--- src/rtl/minterm_pkg.sv ---
`default_nettype none
// ============================================================================
//  Module      : minterm_pkg
//  Description : Shared widths and FSM state encoding for the minterm scanner.
//  Revision    : 1.0 - initial release
// ============================================================================
package minterm_pkg;

    localparam int c_VEC_W   = 4;             // width of the test vector {x,y,w,z}
    localparam int c_TBL_W   = 16;            // one truth-table bit per vector value
    localparam int c_CNT_W   = 5;             // holds 0..16 set bits
    localparam int c_START_W = c_VEC_W + 1;   // search start may point one past the top

    typedef enum logic [1:0] {
        ST_IDLE = 2'd0,
        ST_SCAN = 2'd1,
        ST_EMIT = 2'd2,
        ST_FIN  = 2'd3
    } state_t;

endpackage
`default_nettype wire

--- src/rtl/minterm_find_next.sv ---
`default_nettype none
// ============================================================================
//  Module      : minterm_find_next
//  Description : Combinational search for the lowest set table bit at or
//                above a start index. A start index of 16 finds nothing.
//  Revision    : 1.0 - initial release
// ============================================================================
module minterm_find_next
    import minterm_pkg::*;
(
    input  logic [c_TBL_W-1:0]   i_table,
    input  logic [c_START_W-1:0] i_start,
    output logic                 o_found,
    output logic [c_VEC_W-1:0]   o_index
);

    // Walk from the top down so the lowest qualifying index is the last one written.
    always_comb begin
        o_found = 1'b0;
        o_index = '0;
        for (int i = c_TBL_W - 1; i >= 0; i--) begin
            if (i_table[i] && (c_START_W'(i) >= i_start)) begin
                o_found = 1'b1;
                o_index = c_VEC_W'(i);
            end
        end
    end

endmodule
`default_nettype wire

--- src/rtl/minterm_scanner.sv ---
`default_nettype none
// ============================================================================
//  Module      : minterm_scanner
//  Description : Sweeps all 16 input vectors of an external 4-input function,
//                captures its truth table and set-bit count, then streams the
//                set minterm indices out over a valid/ready handshake.
//  Revision    : 1.0 - initial release
// ============================================================================
module minterm_scanner
    import minterm_pkg::*;
#(
    parameter int SETTLE = 1
)(
    input  logic               clk,
    input  logic               reset,
    input  logic               start,
    output logic [c_VEC_W-1:0] vec,
    input  logic               f_in,
    output logic               busy,
    output logic               done,
    output logic [c_TBL_W-1:0] truth_table,
    output logic [c_CNT_W-1:0] count,
    output logic               m_valid,
    output logic [c_VEC_W-1:0] m_index,
    input  logic               m_ready
);

    state_t               r_state;
    state_t               w_state_nxt;
    logic [c_VEC_W-1:0]   r_vec;
    logic [3:0]           r_settle;
    logic [c_TBL_W-1:0]   r_table;
    logic [c_CNT_W-1:0]   r_count;
    logic                 r_m_valid;
    logic [c_VEC_W-1:0]   r_m_index;

    logic                 w_hold_end;
    logic                 w_last_vec;
    logic                 w_transfer;
    logic [c_TBL_W-1:0]   w_table_cap;
    logic [c_TBL_W-1:0]   w_fn_table;
    logic [c_START_W-1:0] w_fn_start;
    logic                 w_fn_found;
    logic [c_VEC_W-1:0]   w_fn_index;

    assign w_hold_end  = (r_settle == 4'(SETTLE));
    assign w_last_vec  = (r_vec == {c_VEC_W{1'b1}});
    assign w_transfer  = r_m_valid & m_ready;
    // Table as it will look once the current vector's response is captured.
    assign w_table_cap = r_table | (c_TBL_W'(f_in) << r_vec);

    // At the end of the scan the search runs on the freshly completed table from
    // index 0, so the first minterm is already offered on the first EMIT cycle.
    assign w_fn_table = (r_state == ST_EMIT) ? r_table : w_table_cap;
    assign w_fn_start = (r_state == ST_EMIT) ? ({1'b0, r_m_index} + c_START_W'(1)) : '0;

    minterm_find_next u_find_next (
        .i_table (w_fn_table),
        .i_start (w_fn_start),
        .o_found (w_fn_found),
        .o_index (w_fn_index)
    );

    // Next-state selection.
    always_comb begin
        w_state_nxt = r_state;
        case (r_state)
            ST_IDLE: if (start) w_state_nxt = ST_SCAN;
            ST_SCAN: if (w_hold_end && w_last_vec) w_state_nxt = w_fn_found ? ST_EMIT : ST_FIN;
            ST_EMIT: if (w_transfer && !w_fn_found) w_state_nxt = ST_FIN;
            ST_FIN:  w_state_nxt = ST_IDLE;
            default: w_state_nxt = ST_IDLE;
        endcase
    end

    // State register.
    always_ff @(posedge clk or posedge reset) begin
        if (reset) r_state <= ST_IDLE;
        else       r_state <= w_state_nxt;
    end

    // Scan datapath and minterm output registers.
    always_ff @(posedge clk or posedge reset) begin
        if (reset) begin
            r_vec     <= '0;
            r_settle  <= '0;
            r_table   <= '0;
            r_count   <= '0;
            r_m_valid <= 1'b0;
            r_m_index <= '0;
        end else begin
            case (r_state)
                ST_IDLE: begin
                    if (start) begin
                        r_vec    <= '0;
                        r_settle <= '0;
                        r_table  <= '0;
                        r_count  <= '0;
                    end
                end
                ST_SCAN: begin
                    if (w_hold_end) begin
                        r_settle <= '0;
                        r_table  <= w_table_cap;
                        r_count  <= r_count + c_CNT_W'(f_in);
                        r_vec    <= r_vec + c_VEC_W'(1);   // wraps back to 0 after 15
                        if (w_last_vec) begin
                            r_m_valid <= w_fn_found;
                            r_m_index <= w_fn_index;
                        end
                    end else begin
                        r_settle <= r_settle + 4'd1;
                    end
                end
                ST_EMIT: begin
                    if (w_transfer) begin
                        r_m_valid <= w_fn_found;
                        if (w_fn_found) r_m_index <= w_fn_index;
                    end
                end
                default: ;
            endcase
        end
    end

    assign vec         = r_vec;
    assign truth_table = r_table;
    assign count       = r_count;
    assign m_valid     = r_m_valid;
    assign m_index     = r_m_index;
    assign busy        = (r_state == ST_SCAN) || (r_state == ST_EMIT);
    assign done        = (r_state == ST_FIN);

endmodule
`default_nettype wire

--- config.mk ---
export PLATFORM = sky130hd
export DESIGN_NAME = minterm_scanner
export DESIGN_NICKNAME = d
export VERILOG_FILES = /design/src/rtl/minterm_pkg.sv /design/src/rtl/minterm_find_next.sv /design/src/rtl/minterm_scanner.sv
export SDC_FILE = /design/constraint.sdc
export NUM_CORES = 1
export LEC_CHECK = 0
export BUFFER_PORTS_ARGS = -buffer_cell sky130_fd_sc_hd__buf_2
export CAP_MARGIN = 5
export CELL_PAD_IN_SITES_DETAIL_PLACEMENT = 0
export CELL_PAD_IN_SITES_GLOBAL_PLACEMENT = 1
export CORE_ASPECT_RATIO = 0.7
export CORE_MARGIN = 3
export CORE_UTILIZATION = 43
export CTS_CLUSTER_DIAMETER = 120
export DETAILED_ROUTE_END_ITERATION = 7
export GPL_TIMING_DRIVEN = 1
export PLACE_DENSITY = 0.84
export SLEW_MARGIN = 40
export SYNTH_ARGS = -nofsm -noshare
export SYNTH_HDL_FRONTEND = slang
export SYNTH_SLANG_ARGS = --single-unit
--- constraint.sdc ---
create_clock -name clk -period 3 [get_ports clk]
set_clock_uncertainty 0.1 [all_clocks]
set_input_delay 0.75 -clock clk [delete_from_list [all_inputs] [get_ports clk]]
set_output_delay 0.75 -clock clk [all_outputs]
set_load 0.005 [all_outputs]
* Word level (Yosys, flattened, before mapping) *
Cells that the tools add are included.

storage, ports and cells
  output and inout port bits = 32
  bits of input ports = 5
  flip-flop bits (word level) = 36

cells by class
  reduce and logical (&&, ||, !) cells = 28
  shift operators = 1
  order comparisons = 16
  $add $sub $neg = 4
  bitwise operators = 2
  muxes and demuxes = 59
  equality and inequality tests = 12

operators by type and width
  cell                                                                   number
  4-bit two-way mux                                                      23
  16-bit two-way mux                                                     3
  4-bit by 5-bit >= comparator with 1-bit output (first input constant)  8
  16-bit case mux with 2 select lines                                    1
  4-bit case mux with 2 select lines                                     3
  3-bit by 5-bit >= comparator with 1-bit output (first input constant)  4
  1-bit two-way mux                                                      20
  1-bit logical AND                                                      18
  16-bit OR                                                              1
  1-bit by 4-bit << shifter with 16-bit output                           1
  5-bit two-way mux                                                      3
  2-bit != test (second input constant)                                  7
  1-bit by 5-bit >= comparator with 1-bit output (first input constant)  2
  2-bit by 5-bit >= comparator with 1-bit output (first input constant)  2
  5-bit case mux with 2 select lines                                     1
  4-bit by 1-bit adder with 4-bit output (second input constant)         2
  2-bit case mux with 4 select lines                                     1
  2-bit two-way mux                                                      3
  3-bit AND reduction                                                    2
  4-bit by 1-bit adder with 5-bit output (second input constant)         1
  5-bit by 1-bit adder with 5-bit output                                 1
  5-bit AND reduction                                                    1
  2-bit == test (second input constant)                                  2
  4-bit by 1-bit == test with 1-bit output (second input constant)       1
  10 further kinds                                                       11

* Depth between registers and ports, before layout *
Gate-level depths: netlist of run 1.

  word-level depth = 24
  depth in mapped cells = 10
  gate-level depth less buffers = 9

* Hierarchy *
Synthesis of run 1 repeated with hierarchy kept, for this count alone.

second synthesis, totals
  cells, all modules = 298
  area, all modules = 2,572.5 um^2

by module, submodules not included
  module             times used  cells each  sequential area each (um^2)  area each (um^2)
  minterm_scanner    1           221         900.9                        2,093.3
  minterm_find_next  1           77          0.0                          479.2

* Worst setup path after synthesis of run 1 *
No wires, ideal clock.

  kind = flip-flop to flip-flop
  start point = register r_m_index[1] (netlist: m_index[1])
  end point = register r_m_index[1] (netlist: m_index[1])
  library setup time = 0.125 ns
  stages on the path, launching flop included = 9
  period minus slack after synthesis = 2.580 ns
  arrival time = 2.354 ns
  slack = 0.420 ns
  buffers on the path = 0
  cells stage by stage = dfrtp_1 -> ha_1 -> or4bb_1 -> nand4_1 -> a21oi_1 -> nor3b_2 -> and2_4 -> a31o_4 -> mux2_4

on the way
  longest elaborated chain between the ends = 23
  elaborated cells between the ends (all ways) = 73

ends and longest elaborated chain
  what                                            RTL line                                        RTL
  start: declaration                              minterm_scanner.sv:35                           logic [c_VEC_W-1:0] r_m_index;
  start signal: assignment                        minterm_scanner.sv:109                          r_m_index <= w_fn_index;
  start signal: assignment                        minterm_scanner.sv:118                          if (w_fn_found) r_m_index <= w_fn_index;
  4-bit by 1-bit adder with 5-bit output *        minterm_scanner.sv:55                           assign w_fn_start = (r_state == ST_EMIT) ? ({1'b0, r_m_index} + c_START_W'(1)) : '0;
  5-bit two-way mux *                             minterm_scanner.sv:55
  4-bit by 5-bit >= comparator with 1-bit output  minterm_find_next.sv:22                         if (i_table[i] && (c_START_W'(i) >= i_start)) begin
  1-bit logical AND                               minterm_find_next.sv:22
  4-bit two-way mux (16 in series)                minterm_find_next.sv:22
  4-bit two-way mux, on equally long branches     minterm_scanner.sv:118, minterm_scanner.sv:107
  4-bit two-way mux, on equally long branches     minterm_scanner.sv:116, minterm_scanner.sv:102
  4-bit case mux with 2 select lines              minterm_scanner.sv:92                           case (r_state)

Every way passes the cells marked *; elsewhere a longest branch is shown, timed or not. The select of a mux whose other input is x is not followed.
A chain may end at the register's enable or synchronous reset.

* Worst setup path in the final report of run 1 *
  start point = register r_state[0]
  end point = register r_m_index[1] (netlist: m_index[1])

on the way
  longest elaborated chain between the ends = 23
  elaborated cells between the ends (all ways) = 79

ends and longest elaborated chain
  what                                            RTL line                                                             RTL
  start: declaration                              minterm_scanner.sv:28                                                state_t r_state;
  start signal: assignment                        minterm_scanner.sv:79                                                else r_state <= w_state_nxt;
  2-bit == test                                   minterm_scanner.sv:54, minterm_scanner.sv:55, minterm_scanner.sv:92
  5-bit two-way mux                               minterm_scanner.sv:55
  4-bit by 5-bit >= comparator with 1-bit output  minterm_find_next.sv:22
  1-bit logical AND                               minterm_find_next.sv:22
  4-bit two-way mux (16 in series)                minterm_find_next.sv:22
  4-bit two-way mux, on equally long branches     minterm_scanner.sv:118, minterm_scanner.sv:107
  4-bit two-way mux, on equally long branches     minterm_scanner.sv:116, minterm_scanner.sv:102
  4-bit case mux with 2 select lines              minterm_scanner.sv:92

Parallel ways exist; a longest one is shown, timed or not. The select of a mux whose other input is x is not followed.

==> results.yml, run 1 <==
status:
  status: "complete, no violations"
setup_path:
  crit_buf_inv: 1
  path_cells: "inv_1 -> ha_2 -> and4b_1 -> a32o_1 -> nor2_1 -> a41oi_2 -> and4b_4 -> a31o_4 -> mux2_4"
  cp_max_fo: 15
  max_stage_delay_ns: 0.42
  crit_required_ns: 3.07
  cp-end-kind: "flop"
  crit_type: "reg2reg"
  critPathTopFamily: "simple AND/OR/NAND/NOR gates"
  cp_slowest_cell: "dfrtp_1"
  setup.worst_path.start_class: "flop"
  cp_data_arrival_time_ns: 2.91
yosys:
  synth_area_sq_um: 2585
  synth_area_leaders: "dfrtp_1 (35%), nor2_1 (6.8%), a21oi_1 (5.6%), ha_1 (5.3%), nand2_1 (3.6%)"
  syn_area_per_cell_sq_um: 8.420
  synth.net_count: 323
  ys_ff_latch: 36
  async_reset_ff_frac: 1.000
  syn_inst: 307
  synth-edff-count: 0
  dominantRegCellSynth: "dfrtp_1"
  synth_cell_types: 61
  synth_top_area_share: 0.3485
  yosysTopAreaCell: "dfrtp_1"
  ys_seq_area_frac: 0.3485
  yosys_warnings: 0
timing:
  relSlewSlack: 0.5619
  maxSlewViolCount: 0
  rsz0062_at_grt: "no"
  tightest_slew_ns: 0.6516
  max_freq_mhz: 352.5
  fin_crit_sh: 0.9457
  setup-tns-final_ns: 0
  timing_hold_violations_final: 0
  setup_viol: 0
  fin_hold_ws_ns: 0.3981
  period_minus_slack_ns: 2.837
run:
  drv_cap: 0
power:
  ir_worst_vdd_mv: 0.2133
  power.static_leakage_uw: 0.001542
  power_density_nw_per_um2: 283.1
worst_hold_path:
  hold_path_class: "reg2reg"
placed_design:
  dpl.hpwl_microns: 5442
  gp_congestion: 1.028
  io_buffers: 36
  dp_cells: 419
  dpl-instance-area_sq_um: 2913
finish:
  area_delta_synth_final_pct: 16.70
  drive_above_1_share: 0.2113
  fin_cells: 427
  final_core_util: 0.5480
  final_cell_mix: "nor2_1 (47), dfrtp_1 (36), buf_2 (36), a21oi_1 (29), nand2_1 (25)"
  fin_area_sq_um: 3017
  final_common_cell: "nor2_1"
  nNetsFinal: 370
  diodes: 0
global_routing:
  grt_pass1_vias: 2331
  grt_pass1_wl_microns: 11900
  grt_start_max_net_pins: 37
  overflow: 0
  grt_antenna_before_repair: 0
  track_usage: 0.2084
drt:
  drcViolationCount: 0
  drtAntennaViolNets: 0
  num_vias: 2527
  wl_per_cell_microns: 16.98
  first_iter_violations: 190
  drt_wl_total_microns: 7250
  drt_pre_antenna_iters: 5
  vias_per_cell: 5.918
floorplan:
  die_x_microns: 98.67
  num_rows: 22
  ios: 37
  initial_core_util: 0.4695
  core_area_sq_um: 5505
  die_h_microns: 70.87
  die-area_sq_um: 6993
clock_tree:
  path_clk_slew_ns: 0.08
  clock_latency_ns: 0.30
  cts_tree: "yes"
  cts.sinks: 36
  htree_levels: 2
  cts_buffers: 5
  clk_path_buf_depth: 2
  cts_root_buf: "clkbuf_8"
  hold_buffers: 0
## path summary, 6_finish.rpt
kind / end / depth (start not counted) / from / slack, ns
min: count[0] / 2 / count[0] / 0.40
max: m_index[1] / 9 / r_state[0] / 0.16
min reg2reg: count[0] / 2 / count[0] / 0.40
max reg2reg: m_index[1] / 9 / r_state[0] / 0.16
min in group asynchronous: m_valid / 3 / reset / 0.44
max in group asynchronous: truth_table[11] / 3 / reset / 2.01
## per-stage QoR
stage	total power, uW	worst slack (ns)
2_1_floorplan	503.5	0.4204
3_3_place_gp	512.2	0.1107
3_5_place_dp	512.3	0.05944
4_1_cts	864.2	0.01555
5_1_grt	890.8	0.002948
6_report	854.1	0.1629
## flip-flops by register name, indices dropped and copies added (netlist names)
register and count:
m_valid 1, r_state 2, truth_table 16, count 5, vec 4, r_settle 4, m_index 4
## timing repair
action                     4_1_cts  5_1_grt
gates resized for setup          0        3
buffers inserted                 0        0
setup endpoints to repair        0        7
## per-layer routing
metal	global-route usage	vias to the layer above	routed length [microns]
met4	0.03636	0	57
met1	0.3341	1210	3686
li1	-	1219	-
met5	0	-	0
met2	0.2899	90	2994
met3	0.03941	8	512
## kinds of logic (layout without fill, tap and decap cells)
group,count (synthesis),in the layout,share of synthesized area
simple gates,133,133,0.2783
mux,4,4,0.01936
compound gates,90,90,0.2299
buf+inv,27,75,0.05034
flops,36,36,0.3485
xor+xnor,6,6,0.02033
fa+ha+maj,11,11,0.05324
## cells in the mapped netlist (3+ instances only)
library cell	instances
xor2_1	4
dfrtp_1	36
and2_1	3
o21ai_0	13
nand4_1	5
ha_1	11
o21ai_1	3
clkbuf_1	6
nand2_1	25
o211ai_1	3
and3_1	5
a21oi_1	29
inv_1	12
buf_2	5
nor2_1	47
nor2b_1	7
nand3_1	13
nor3_1	3
nand2b_1	3
a31oi_1	12
a22oi_1	5
and4b_1	3
## area by class of cell
class / count / area [sq um]
Inverter: 12 / 45.04
Fill cell: 528 / 2489
Clock buffer: 7 / 76.32
Timing Repair Buffer: 55 / 322.8
Tap cell: 72 / 90.09
Clock inverter: 1 / 8.758
Sequential cell: 36 / 900.9
Multi-Input combinational cell: 244 / 1573
## worst min-delay path: stages, from the launching register on
cell and delay [ns]:
dfrtp_1 0.37, nand2_1 0.05, nand2_1 0.05
## power breakdown
group / leakage, uW / internal (uW) / switching, uW
clock: 0.0000424 / 166 / 186
combinational: 0.00102 / 4.36 / 12.7
sequential: 0.000477 / 485 / 0
total: 0.00154 / 655 / 199
No activity file was read; power rests on OpenSTA's default activity.
==> inputs of run 2 (changes only) <==
--- a/config.mk
+++ b/config.mk
@@ -9,13 +9,13 @@
 export CAP_MARGIN = 5
 export CELL_PAD_IN_SITES_DETAIL_PLACEMENT = 0
 export CELL_PAD_IN_SITES_GLOBAL_PLACEMENT = 1
-export CORE_ASPECT_RATIO = 0.7
+export CORE_ASPECT_RATIO = 1.4
 export CORE_MARGIN = 3
-export CORE_UTILIZATION = 43
+export CORE_UTILIZATION = 39
 export CTS_CLUSTER_DIAMETER = 120
 export DETAILED_ROUTE_END_ITERATION = 7
 export GPL_TIMING_DRIVEN = 1
-export PLACE_DENSITY = 0.84
+export PLACE_DENSITY = 0.8
 export SLEW_MARGIN = 40
 export SYNTH_ARGS = -nofsm -noshare
 export SYNTH_HDL_FRONTEND = slang
==> constraint.sdc (replaced) <==
create_clock -name clk -period 2.5 [get_ports clk]
set_clock_uncertainty 0.1 [all_clocks]
set_input_delay 0.625 -clock clk [delete_from_list [all_inputs] [get_ports clk]]
set_output_delay 0.625 -clock clk [all_outputs]
set_load 0.005 [all_outputs]
==> results.yml, run 2 (synthesis results as in run 1) <==
status:
  status: "finished, violations left"
  violations: "setup timing"
global_routing:
  grt_antenna_before_repair: 0
  grt_start_max_net_pins: 37
  track_usage: 0.2287
  grt_pass1_wl_microns: 13390
  overflow: 0
  grt_pass1_vias: 2768
drt:
  drtAntennaViolNets: 0
  drt_pre_antenna_iters: 4
  wl_per_cell_microns: 17.61
  first_iter_violations: 156
  drcViolationCount: 0
  drt_wl_total_microns: 8472
  vias_per_cell: 5.807
  num_vias: 2793
floorplan:
  die_x_microns: 74.81
  die-area_sq_um: 7655
  num_rows: 34
  die_h_microns: 102.3
  initial_core_util: 0.4078
  core_area_sq_um: 6339
  ios: 37
power:
  p_total_uw: 1048
  power.static_leakage_uw: 0.001843
  power_density_nw_per_um2: 283.2
  clockPowerShare: 0.423
  p_comb_frac: 0.022
  pwr-share-seq: 0.555
  p_switching_uw: 260.9
  ir_worst_vdd_mv: 0.3182
  switching_share: 0.2489
  intPower_uw: 787.4
setup_path:
  setup.worst_path.start_class: "flop"
  crit_required_ns: 2.61
  cp_max_fo: 5
  cp_data_arrival_time_ns: 2.64
  cp-end-kind: "flop"
  crit_type: "reg2reg"
finish:
  drive_above_1_share: 0.4279
  diodes: 0
  fin_area_sq_um: 3701
  final_common_cell: "buf_4"
  nNetsFinal: 424
  fill_cells: 577
  area_delta_synth_final_pct: 43.18
  final_core_util: 0.5839
  final_cell_mix: "buf_4 (68), nor2_1 (41), buf_2 (36), dfrtp_1 (33), nand2_1 (23)"
  register_area_sq_um: 904.6
  multi_input_area_sq_um: 1826
  largest_register_ffs: 16
placed_design:
  dpl.hpwl_microns: 6015
  dp_slack_ns: -0.2580
  gp_congestion: 0.9442
  io_buffers: 36
  dpl-instance-area_sq_um: 3182
clock_tree:
  clock_latency_ns: 0.30
  path_clk_slew_ns: 0.08
  clk_path_buf_depth: 2
  htree_levels: 2
  cts_buffers: 5
  cts_tree: "yes"
  cts.sinks: 36
  cts_root_buf: "clkbuf_8"
timing:
  setup_ws_ns: -0.03372
  setup_viol: 3
  period_minus_slack_ns: 2.534
  tightest_slew_ns: 0.4922
  timing_hold_violations_final: 0
  fin_hold_ws_ns: 0.3231
  fin_crit_sh: 1.013
  rsz0062_at_grt: "yes"
  maxSlewViolCount: 0
  max_freq_mhz: 394.7
  relSlewSlack: 0.6719
run:
  drv_cap: 0
worst_hold_path:
  hold_path_class: "in2async"
[run 2: path summary, 6_finish.rpt]
| path | from | endpoint | slack, ns | depth (start not counted) |
|---|---|---|---|---|
| max in group asynchronous | reset | m_index[2] | 1.60 | 3 |
| setup reg to reg | r_state[1] | r_state[1] | -0.03 | 11 |
| min in group clk | count[0] | count[0] | 0.40 | 2 |
| hold / removal | reset | count[4] | 0.32 | 3 |
| setup / recovery | r_state[1] | r_state[1] | -0.03 | 11 |
| hold reg to reg | count[0] | count[0] | 0.40 | 2 |
[run 2: cell type report]
class	count	share of cell area
repair buffers	109	0.2018
inverters	12	0.01217
clock inverters	2	0.004395
flip-flops and latches	36	0.2444
well taps	72	0.02434
multi-input cells	244	0.4932
clock buffers	6	0.01961
[run 2: critical path, cell delays in order, from the launching register on]
cell and delay, ns:
dfrtp_1 0.42, ha_4 0.20, buf_6 0.13, nor4b_4 0.27
buf_6 0.17, a31oi_4 0.10, a31oi_4 0.20, nor2_2 0.06
and4b_4 0.21, buf_4 0.14, and2_4 0.17, o311ai_4 0.26
[run 2: power groups by stage]
stage / Sequential, uW / Clock (uW) / Combinational, uW
floorplan: 593 / 0 / 10.9
global placement: 593 / 0 / 23.7
detailed placement: 593 / 0 / 24.2
CTS: 582 / 455 / 24.2
global route: 582 / 473 / 26.9
finish: 582 / 443 / 23.5
[run 2: what timing repair did]
item	4_1_cts	5_1_grt
hold buffers	0	0
resized for setup	16	49
setup buffers	9	11
endpoints found under the setup margin	7	11
pin swaps	14	22
[run 2: stage by stage]
stage                     instances  setup TNS, ns
after detailed placement        453         -1.397
after global placement          453         -1.303
after global routing            481        -0.4537
final                           481       -0.09864
after CTS                       470      -0.004599
after floorplan                 307              0
[run 2: metal layers]
layer | global-route usage | vias up | wire, microns
met2 | 0.4035 | 74 | 4348
met5 | 0 | - | 0
met4 | 0.1178 | 0 | 355
met3 | 0.03248 | 27 | 380
met1 | 0.2624 | 1364 | 3389
li1 | - | 1328 | -
==> inputs of run 3 (changes only) <==
--- a/config.mk
+++ b/config.mk
@@ -16,6 +16,7 @@
 export DETAILED_ROUTE_END_ITERATION = 7
 export GPL_TIMING_DRIVEN = 1
 export PLACE_DENSITY = 0.8
+export RECOVER_POWER = 100
 export SLEW_MARGIN = 40
 export SYNTH_ARGS = -nofsm -noshare
 export SYNTH_HDL_FRONTEND = slang
==> results.yml, run 3 (synthesis results as in run 1) <==
setup_path:
  crit_type: "reg2reg"
  setup.worst_path.start_class: "flop"
  cp_data_arrival_time_ns: 2.62
  crit_required_ns: 2.59
  max_stage_delay_ns: 0.40
  cp_max_fo: 8
  critPathTopFamily: "compound AO/OA/AOI/OAI gates"
  cp_slowest_cell: "o22ai_4"
  crit_buf_inv: 2
  path_cells: "inv_2 -> ha_4 -> buf_6 -> nand2_4 -> o22ai_4 -> a21oi_2 -> nor2_2 -> and4b_4 -> a31o_4 -> mux2_4"
  cp-end-kind: "flop"
floorplan:
  ios: 37
  core_area_sq_um: 6339
  die_h_microns: 102.3
  initial_core_util: 0.4078
  num_rows: 34
  die_x_microns: 74.81
  die-area_sq_um: 7655
finish:
  drive_above_1_share: 0.4108
  diodes: 0
  final_common_cell: "buf_4"
  nNetsFinal: 424
  largest_register_ffs: 16
  fin_area_sq_um: 3687
  area_delta_synth_final_pct: 42.64
  final_cell_mix: "buf_4 (66), nor2_1 (41), dfrtp_1 (33), buf_2 (30), nand2_1 (23)"
  fin_cells: 481
timing:
  timing_hold_violations_final: 0
  setup_viol: 3
  setup-tns-final_ns: -0.08154
  max_freq_mhz: 395.4
  relSlewSlack: 0.3650
  tightest_slew_ns: 0.9525
  fin_crit_sh: 1.012
  period_minus_slack_ns: 2.529
  setup_ws_ns: -0.02902
  maxSlewViolCount: 0
  rsz0062_at_grt: "yes"
clock_tree:
  clock_latency_ns: 0.30
  clk_path_buf_depth: 2
  cts_buffers: 5
  cts_root_buf: "clkbuf_8"
  hold_buffers: 0
  cts.sinks: 36
  cts_tree: "yes"
  path_clk_slew_ns: 0.08
  htree_levels: 2
drt:
  drt_wl_total_microns: 8442
  wl_per_cell_microns: 17.55
  num_vias: 2812
  drtAntennaViolNets: 0
  drt_pre_antenna_iters: 4
  drcViolationCount: 0
  vias_per_cell: 5.846
  first_iter_violations: 157
run:
  drv_cap: 0
power:
  power_density_nw_per_um2: 284.0
  ir_worst_vdd_mv: 0.3171
  power.static_leakage_uw: 0.001812
placed_design:
  gp_congestion: 0.9442
  dpl.hpwl_microns: 6015
  dp_cells: 453
  dpl-instance-area_sq_um: 3182
  io_buffers: 36
status:
  violations: "setup timing"
  status: "finished, violations left"
global_routing:
  overflow: 0
  grt_pass1_vias: 2768
  grt_antenna_before_repair: 0
  grt_pass1_wl_microns: 13390
  grt_start_max_net_pins: 37
  track_usage: 0.2287
worst_hold_path:
  hold_path_class: "reg2reg"
run 3: cell types whose count changed in the layout (fill, tap and decap cells not counted):
cell      change
buf_2         -6
clkbuf_1      +6
buf_4         -2
buf_1         +1
clkbuf_2      +1
run 3: layer usage:
layer,wire length [microns],track usage
met1,3408,0.2624
met2,4307,0.4035
met3,334,0.03248
met4,392,0.1178
met5,0,0
run 3: area by class of cell:
type | count | area, sq um
timing repair buffer | 109 | 733.2
clock buffer | 6 | 72.57
sequential | 36 | 904.6
multi-input combinational | 244 | 1826
inverter | 12 | 45.04
fill | 579 | 2651
tap | 72 | 90.09
clock inverter | 2 | 16.27
run 3: report_power, final:
part | internal [uW] | total, uW | leakage (uW) | switching [uW]
Sequential | 582 | 582 | 0.000472 | 0
Combinational | 6.65 | 22.9 | 0.00130 | 16.2
Clock | 199 | 443 | 0.0000414 | 244
run 3: per-stage QoR:
stage | utilization | setup slack (ns) | power, uW | hold WS, ns
floorplan | - | 0.01641 | 604.2 | 0.3622
CTS | 0.5385 | -0.004311 | 1061 | 0.3381
detailed placement | 0.5020 | -0.2580 | 617.5 | 0.3845
global placement | 0.5020 | -0.2497 | 617.0 | 0.3731
finish | 0.5817 | -0.02902 | 1047 | 0.4017
global route | 0.5817 | -0.1170 | 1082 | 0.4648
run 3: timing repair:
action | 4_1_cts | 5_1_grt
pin swaps | 14 | 22
resized for setup | 16 | 49
setup endpoints to repair | 7 | 11
setup buffers | 9 | 11
endpoints found under the hold margin | 0 | 0
run 3: final timing paths:
check / startpoint / to / slack [ns] / cells after the start
max: r_state[0] / m_index[1] / -0.03 / 10
min: count[0] / count[0] / 0.40 / 2
max reg2reg: r_state[0] / m_index[1] / -0.03 / 10
min reg2reg: count[0] / count[0] / 0.40 / 2
max in group asynchronous: reset / m_index[1] / 1.14 / 3
min in group asynchronous: reset / count[4] / 0.50 / 3
run 3: worst reg2reg max path: cells and delay by family, from the launching register on:
family | cells | cell delay, ns
AOI/OAI and AO/OA | 3 | 0.74
and+or+nand+nor | 3 | 0.48
DFF | 1 | 0.39
muxes | 1 | 0.29
buffers and inverters | 2 | 0.23
adders and majority gates | 1 | 0.19
